File: src/rtl/jt12_acc_mix.sv
// Per-channel carrier accumulator and stereo mixer for the FM core.
// One time-multiplexed operator result per clock; frame = 4*CHANNELS slots.
module jt12_acc_mix #(
   parameter int CHANNELS = 6,
   parameter int OPW      = 9,
   parameter int OUTW     = 12
) (
   input  logic                        clk,
   input  logic                        rst,
   input  logic                        sync,
   input  logic [OPW-1:0]              op_result,
   input  logic [2:0]                  alg,
   input  logic [1:0]                  rl,
   input  logic                        limiter_en,
   input  logic                        pcm_en,
   input  logic [OPW-1:0]              pcm,
   input  logic [CHANNELS-1:0]         ch_mute,
   output logic [OUTW-1:0]             left,
   output logic [OUTW-1:0]             right,
   output logic                        sample,
   output logic                        clip,
   output logic [OPW-1:0]              mux_left,
   output logic [OPW-1:0]              mux_right,
   output logic [$clog2(CHANNELS)-1:0] mux_ch,
   output logic                        mux_sample
);
   localparam int CHW = $clog2(CHANNELS);
   localparam int MW  = OPW + CHW + 1;
   localparam int SW  = ((MW > OUTW) ? MW : OUTW) + 1;
   localparam logic [CHW-1:0] LAST_CH = CHW'(CHANNELS-1);

   logic [CHW-1:0] ch_q, ch_cur;
   logic [1:0]     op_q, op_cur;
   logic           carrier;
   logic [OPW-1:0] acc [CHANNELS];
   logic [OPW-1:0] contrib, base, acc_nx, fin, gl, gr;
   logic [OPW:0]   sum_x;
   logic [MW-1:0]  mix_l, mix_r, mix_l_nx, mix_r_nx;
   logic [OUTW:0]  sat_l, sat_r;

   // {clipped, value}: clamp a wide signed sum into OUTW bits
   function automatic logic [OUTW:0] sat(input logic [SW-1:0] v);
      logic [SW-OUTW:0] hi;
      hi = v[SW-1:OUTW-1];
      if (hi == '0 || hi == '1) sat = {1'b0, v[OUTW-1:0]};
      else                      sat = {1'b1, v[SW-1], {(OUTW-1){~v[SW-1]}}};
   endfunction

   // sync overrides the slot for the current cycle only
   always_comb begin
      ch_cur = sync ? '0 : ch_q;
      op_cur = sync ? '0 : op_q;
   end

   always_ff @(posedge clk or posedge rst) begin
      if (rst) begin
         ch_q <= '0;
         op_q <= '0;
      end else if (ch_cur == LAST_CH) begin
         ch_q <= '0;
         op_q <= op_cur + 2'd1;
      end else begin
         ch_q <= ch_cur + CHW'(1);
         op_q <= op_cur;
      end
   end

   always_comb begin
      case (op_cur)
         2'd0:    carrier = (alg == 3'd7);
         2'd1:    carrier = (alg >= 3'd4);
         2'd2:    carrier = (alg >= 3'd5);
         default: carrier = 1'b1;
      endcase
   end

   always_comb begin
      contrib = carrier ? op_result : '0;
      base    = (op_cur == 2'd0) ? '0 : acc[ch_cur];
      sum_x   = {base[OPW-1], base} + {contrib[OPW-1], contrib};
      if (limiter_en && (sum_x[OPW] != sum_x[OPW-1]))
         acc_nx = sum_x[OPW] ? {1'b1, {(OPW-1){1'b0}}} : {1'b0, {(OPW-1){1'b1}}};
      else
         acc_nx = sum_x[OPW-1:0];
      fin = acc_nx;
      if (pcm_en && ch_cur == LAST_CH) fin = {~pcm[OPW-1], pcm[OPW-2:0]};
      if (ch_mute[ch_cur])             fin = '0;
      gl = rl[1] ? fin : '0;
      gr = rl[0] ? fin : '0;
      mix_l_nx = {{(MW-OPW){gl[OPW-1]}}, gl};
      mix_r_nx = {{(MW-OPW){gr[OPW-1]}}, gr};
      if (ch_cur != '0) begin
         mix_l_nx = mix_l + mix_l_nx;
         mix_r_nx = mix_r + mix_r_nx;
      end
      sat_l = sat({{(SW-MW){mix_l_nx[MW-1]}}, mix_l_nx});
      sat_r = sat({{(SW-MW){mix_r_nx[MW-1]}}, mix_r_nx});
   end

   always_ff @(posedge clk or posedge rst) begin
      if (rst) begin
         for (int i = 0; i < CHANNELS; i++) acc[i] <= '0;
         mix_l      <= '0;
         mix_r      <= '0;
         left       <= '0;
         right      <= '0;
         sample     <= 1'b0;
         clip       <= 1'b0;
         mux_left   <= '0;
         mux_right  <= '0;
         mux_ch     <= '0;
         mux_sample <= 1'b0;
      end else begin
         sample         <= 1'b0;
         clip           <= 1'b0;
         mux_sample     <= 1'b0;
         acc[ch_cur]    <= acc_nx;
         if (op_cur == 2'd3) begin
            mux_ch     <= ch_cur;
            mux_left   <= gl;
            mux_right  <= gr;
            mux_sample <= 1'b1;
            mix_l      <= mix_l_nx;
            mix_r      <= mix_r_nx;
            if (ch_cur == LAST_CH) begin
               left   <= sat_l[OUTW-1:0];
               right  <= sat_r[OUTW-1:0];
               sample <= 1'b1;
               clip   <= sat_l[OUTW] | sat_r[OUTW];
            end
         end
      end
   end
endmodule

File: config.mk
export PLATFORM = sky130hd
export DESIGN_NAME = jt12_acc_mix
export DESIGN_NICKNAME = d
export VERILOG_FILES = /design/src/rtl/jt12_acc_mix.sv
export SDC_FILE = /design/constraint.sdc
export NUM_CORES = 1
export LEC_CHECK = 0
export BUFFER_PORTS_ARGS = -buffer_cell sky130_fd_sc_hd__buf_2
export CAP_MARGIN = 5
export CORE_MARGIN = 5
export CORE_UTILIZATION = 50
export DETAILED_ROUTE_END_ITERATION = 6
export PLACE_DENSITY = 0.79
export SLEW_MARGIN = 30
export SYNTH_ARGS = -nofsm -noshare
export SYNTH_HDL_FRONTEND = slang
export SYNTH_SLANG_ARGS = --single-unit
File: constraint.sdc
create_clock -name clk -period 11.6 [get_ports clk]
set_input_delay 0 -clock clk [delete_from_list [all_inputs] [get_ports clk]]
set_output_delay 0 -clock clk [all_outputs]
set_load 0.02 [all_outputs]
* Yosys cells after proc, flatten, opt, wreduce, memory -nomap -nowiden
Cells that the tools add are included.
W data, S select, Z words.
** Cells by class
- Bitwise gates (word level) :: 5
- Eq/ne operators :: 8
- Muxes and demuxes :: 30
- Order comparisons :: 5
- Reduce and logical (&&, ||, !) cells :: 10
- Add/sub/neg operators :: 5
** Operators by type and width (count)
- $mux W9 :: 11
- $bwmux W54 :: 1
- $mux W13 :: 4
- $bmux W9 S3 :: 1
- $demux W9 S3 :: 1
- $add A13 B13 Y13 :: 2
- $eq A3 B3 Y1 const B :: 4
- $add A9 B9 Y10 :: 1
- $ge A3 B3 Y1 const B :: 2
- $logic_not A3 Y1 :: 2
- $mux W1 :: 6
- $mux W3 :: 2
- $eq A2 B2 Y1 const B :: 2
- $ge A4 B4 Y1 const B :: 1
- $lt A3 B4 Y1 const B :: 1
- $lt A4 B1 Y1 const B :: 1
- $mux W2 :: 2
- $not A3 Y4 :: 1
- $add A3 B1 Y3 const B :: 1
- $bmux W1 S3 :: 1
- $logic_and A1 B1 Y1 :: 3
- $not A1 Y1 :: 3
- $pmux W1 S3 :: 1
- $reduce_bool A3 Y1 :: 1
- other kinds (7) :: 8
** Word-level totals
- Input port bits :: 34
- Logic and storage cells :: 81
- Bits in registers :: 133
- Output and inout bits :: 48

* Logic depth before layout (Yosys ltp)
- Depth in word-level cells :: 21
- Depth in mapped cells :: 35
- Mapped depth without buffers :: 32

* Worst setup path after synthesis
No wires, ideal clock.
- Path kind :: flip-flop to flip-flop
- Start :: register op_q[0]
- End :: register right[0]
- Setup slack :: 4.599 ns
- Arrival :: 6.875 ns
- Clock period less this slack :: 7.001 ns
- Cell stages (with the launch flop) :: 30
- Library setup time :: 0.126 ns
- Buffers on the path :: 3
- Data required time :: 11.474 ns
- Cells stage by stage :: dfrtp_1 nor2b_1 inv_1 ha_1 clkbuf_1 a21o_1 a221o_1 a21oi_1 nor2b_1 ha_1 clkbuf_1 o21ai_0 a221oi_2 nand3_1 or2_0 clkbuf_1 a31oi_1 a211oi_1 ha_1 and3_1 a2111o_1 a31o_2 a21oi_1 o21bai_1 xor2_1 a21oi_1 ha_1 inv_1 nor2_1 a221o_1
** On the way
- Longest elaborated chain between the ends :: 16
- Elaborated cells between the ends (all ways) :: 24
- Those cells by class :: add/sub: 2; eq/ne: 5; mux: 11; bitwise: 1; reduce/logical: 5
** Ends and longest elaborated chain
- start, declared :: RTL line 33 : logic [1:0] op_q, op_cur;
- start signal, assigned :: RTL line 61 : op_q <= op_cur + 2'd1;
- start signal, assigned :: RTL line 64 : op_q <= op_cur;
- $mux W2 (*) :: RTL line 52 : op_cur = sync ? '0 : op_q;
- $eq A2 B2 Y1, or another cell as far along :: RTL line 69 : case (op_cur)
- $pmux W1 S3 :: RTL line 69
- $mux W9 :: RTL line 78 : contrib = carrier ? op_result : '0;
- $add A9 B9 Y10 (*) :: RTL line 80 : sum_x = {base[OPW-1], base} + {contrib[OPW-1], contrib};
- $ne A1 B1 Y1 :: RTL line 81 : if (limiter_en && (sum_x[OPW] != sum_x[OPW-1]))
- $logic_and A1 B1 Y1 :: RTL line 81
- $mux W9 (*) :: RTL line 81
- $mux W9 (*) :: RTL line 86 : if (pcm_en && ch_cur == LAST_CH) fin = {~pcm[OPW-1], pcm[OPW-2:0]};
- $mux W9 (*) :: RTL line 87 : if (ch_mute[ch_cur]) fin = '0;
- $mux W9 (*) :: RTL line 89 : gr = rl[0] ? fin : '0;
- via gr[4] :: RTL line 36 : logic [OPW-1:0] contrib, base, acc_nx, fin, gl, gr;
- $add A13 B13 Y13 (*) :: RTL line 94 : mix_r_nx = mix_r + mix_r_nx;
- $mux W13 (*) :: RTL line 92 : if (ch_cur != '0) begin
- $eq A3 B3 Y1 / $logic_not A3 Y1 (equally long branches) :: RTL line 45 : if (hi == '0 || hi == '1) sat = {1'b0, v[OUTW-1:0]};
- $logic_or A1 B1 Y1 :: RTL line 45
- $mux W13 (*) :: RTL line 45
- end signal, assigned :: RTL line 127 : right <= sat_r[OUTW-1:0];
- end, declared :: RTL line 19 : output logic [OUTW-1:0] right,
The timed path passes the listed nets; every way through them passes the cells marked *.
A chain may end at the register's enable or synchronous reset.

* Worst setup path after layout
- Start :: input sync
- End :: register left[6]
** On the way
- Longest elaborated chain between the ends :: 18
- Elaborated cells between the ends (all ways) :: 34
- Those cells by class :: add/sub: 2; eq/ne: 6; mux: 17; bitwise: 2; reduce/logical: 7
** Ends and longest elaborated chain
- start, declared :: RTL line 10 : input logic sync,
- $mux W3 :: RTL line 51 : ch_cur = sync ? '0 : ch_q;
- $not A3 Y4 (implied by the code) :: RTL line 79 : base = (op_cur == 2'd0) ? '0 : acc[ch_cur];
- $bmux W9 S3 :: RTL line 79
- $mux W9 (implied by the code) (2 in series) :: RTL line 79
- $mux W9 :: RTL line 79
- $add A9 B9 Y10 :: RTL line 80
- $ne A1 B1 Y1 :: RTL line 81
- $logic_and A1 B1 Y1 :: RTL line 81
- (+3 left out)
- $mux W9 (*) :: RTL line 88 : gl = rl[1] ? fin : '0;
- via gl[0] :: RTL line 36
- $add A13 B13 Y13 (*) :: RTL line 93 : mix_l_nx = mix_l + mix_l_nx;
- $mux W13 (*) :: RTL line 92
- via mix_l_nx[12] :: RTL line 38 : logic [MW-1:0] mix_l, mix_r, mix_l_nx, mix_r_nx;
- $eq A3 B3 Y1 / $logic_not A3 Y1 (equally long branches) :: RTL line 45
- $logic_or A1 B1 Y1 :: RTL line 45
- $mux W13 (*) :: RTL line 45
- end signal, assigned :: RTL line 126 : left <= sat_l[OUTW-1:0];
- end, declared :: RTL line 18 : output logic [OUTW-1:0] left,
The timed path passes the listed nets; every way through them passes the cells marked *. The select of a mux whose other input is x is not followed.

==> results.py <==
metrics = {
    "run": {
        "maxCapViolations": 0,
    },
    "synthesis": {
        "yosys-top-cells-area": "dfrtp_1 (43%), ha_1 (6.8%), nand2_1 (5.5%)",
        "yosysSeqAreaShare_pct": 43.07,
        "ys.flop_type": "dfrtp_1",
        "synth_seq_cells": 133,
        "synth.cell_area_sq_um": 7727,
        "synth-async-reset-ratio_pct": 100.0,
        "synth-edff-count": 0,
        "yosysWarnings": 0,
        "synth_top_area_share_pct": 43.07,
        "synth_fp_nets": 922,
        "synth_top_area_cell": "dfrtp_1",
        "ys_types": 62,
        "yosysMostFrequentCell": "dfrtp_1",
        "avgSynthCellArea_sq_um": 9.167,
        "synth_commonest_cells": "dfrtp_1 (133), nand2_1 (113), o21ai_0 (81)",
        "synthCells": 843,
    },
    "die": {
        "die_w_um": 134.3,
        "io_pins": 82,
        "start_util_pct": 50.83,
        "die_area_sq_um": 18040,
        "fp.dieH_um": 134.3,
        "fp-row-count": 45,
        "core-area_sq_um": 15200,
    },
    "clocking": {
        "cts_tree": "built",
        "clk_pin_slew_ns": 0.06,
        "cts_resized": 0,
        "cts_hold_buf": 2,
        "clock-root-buffer": "clkbuf_16",
        "cts_inserted_buffers": 17,
        "clock_path_buffers": 2,
        "cts_setup_buffers": 0,
        "cts-htree-levels": 4,
        "cts_sinks": 133,
        "clk_latency_ns": 0.43,
    },
    "place": {
        "place_area_sq_um": 8289,
        "detailed_place_hpwl_um": 15190,
        "place_inst": 1078,
        "dpl_worst_slack_ns": 3.229,
        "gp_congestion": 0.9327,
        "portBuffers": 81,
    },
    "setup_path": {
        "slowest_delay_ns": 0.79,
        "path_buf_inv": 5,
        "cp_top_family": "compound AO/OA/AOI/OAI gates",
        "worstSetupStartpointType": "input port",
        "cp_max_fo": 16,
        "required_ns": 11.87,
        "crit_slowest_cell": "a21oi_1",
        "path_class": "input port to register",
        "endpoint_kind": "register",
        "arrival_ns": 8.93,
        "path_common_cell": "a21oi_1",
    },
    "sta": {
        "relSlewSlack_pct": 29.82,
        "finClkSkew_ns": 0.01006,
        "worst_pin_slew_ns": 1.053,
        "fin_tns_setup_ns": 0,
        "post-route-min-period_ns": 8.659,
        "setup_viol": 0,
        "slew_viol_final": 0,
        "hold_viol": 0,
        "setup_ws_ns": 2.941,
        "rsz0062_at_grt": "false",
        "whs_ns": 0.08727,
        "fmax_ghz": 0.1155,
        "finalCritPeriodShare_pct": 74.65,
    },
    "detailed_routing": {
        "drc": 0,
        "vias_per_cell": 6.154,
        "antenna_left": 0,
        "drtIter0Drc": 819,
        "finalWirelength_um": 21770,
        "vias": 6849,
        "drtPass1Iterations": 6,
        "post_drt_wl_per_cell_um": 19.56,
    },
    "final_layout": {
        "nets": 991,
        "final_core_util_pct": 58.99,
        "area_delta_synth_final_pct": 16.05,
        "drive_gt1_share_pct": 17.41,
        "stdcell_count": 1113,
        "design_area_sq_um": 8967,
        "insertedDiodeCount": 0,
    },
    "global_routing": {
        "grt_max_degree": 83,
        "grt-ovfl-total": 0,
        "grt_pass1_wl_um": 34310,
        "grt_pass1_vias": 6496,
        "antenna_found_initial": 0,
        "grt_usage_pct": 24.17,
    },
    "power_and_ir_drop": {
        "peakVddDrop_mv": 0.1187,
        "total_power_mw": 1.286,
        "p_per_area_nw_per_um2": 143.4,
        "leakagePower_nw": 4.403,
    },
    "hold_path": {
        "hold_class": "input port to register",
    },
    "outcome": {
        "status": "completed",
    },
}
-- cell usage in the layout (no fill, tap or decap), types with 4 or more instances in the layout --
master     Yosys  final
bufinv_16      0      5
nand3_1       14     14
o21a_1         8      8
a2bb2oi_1      7      7
buf_2          0     81
a31oi_1        6      6
a21o_1        10     10
and3_1         5      5
clkbuf_16      0     17
a221o_1        9      9
buf_4          0     14
nand2_1      113    113
o21ai_0       81     81
dfrtp_1      133    133
o221ai_1       8      8
mux2_2        23     23
o31ai_1        9      9
mux2i_1       12     12
nand2b_1      11     11
inv_1         28     27
a211oi_1      21     21
o2111ai_1      4      4
a22o_1         8      8
nor2b_1       16     16
or3_1          6      6
xnor2_1       15     15
a21oi_1       64     63
o22ai_1       10     10
nor2_1        68     68
o211ai_1       4      4
nor3_1         6      6
ha_1          42     41
xor2_1        11     11
-- flip-flops by register name (all words and copies together), names as in the netlist --
signal and count:
mix_r 13, mux_left 9, clip 1, acc 54
ch_q 3, left 12, sample 1, mix_l 13
mux_right 9, mux_ch 3, right 12, mux_sample 1
op_q 2
-- cell type report --
cell class | instances | area (sq um)
repair buffers | 97 | 530.5
well taps | 188 | 235.2
clock buffers | 20 | 446.7
multi-input cells | 634 | 4113
clock inverters | 12 | 200.2
inverters | 29 | 113.9
flip-flops and latches | 133 | 3328
fillers | 1266 | 6235
-- final timing paths --
path	from	end	slack, ns	cells past startpoint
worst min register to register	right[9]$_DFFE_PP0P_	right[9]$_DFFE_PP0P_	0.47	2
worst min-delay path	pcm[6]	mux_right[6]$_DFFE_PP0P_	0.09	4
worst max register to register	op_q[0]$_DFF_PP0_	left[6]$_DFFE_PP0P_	2.98	29
min in group asynchronous	rst	op_q[0]$_DFF_PP0_	0.25	3
max in group asynchronous	rst	mux_left[5]$_DFFE_PP0P_	10.22	4
worst max-delay path	sync	left[6]$_DFFE_PP0P_	2.94	31
-- power breakdown --
group | switching [mW] | internal, mW | total (mW)
registers | 0.0205 | 0.500 | 0.521
clock network | 0.209 | 0.388 | 0.596
logic | 0.111 | 0.0580 | 0.169
-- metal layers --
metal	up-vias	global-route usage, %	part of all wire [%]	wire, um
met3	54	5.851	8.3	1798
li1	3188	-	-	-
met4	0	8.258	2.6	570
met2	330	37.35	45	9805
met1	3277	33.50	44	9597
met5	-	0	0	0
-- worst reg2reg max path: cells and delay by family (launching register included) --
family          cells  cell delay, ns
compound gates     13            4.27
simple gates        8            1.92
fa+ha+maj           5            1.67
flops               1            0.32
buf+inv             3            0.31
-- kinds of logic after synthesis --
group / after synthesis / share of synthesized area [%]
mux: 35 / 4.906
buf+inv: 76 / 3.789
flops: 133 / 43.07
simple gates: 253 / 14.54
xor+xnor: 26 / 2.947
fa+ha+maj: 45 / 7.578
compound gates: 275 / 23.17
No activity file was read; power rests on OpenSTA's default activity.
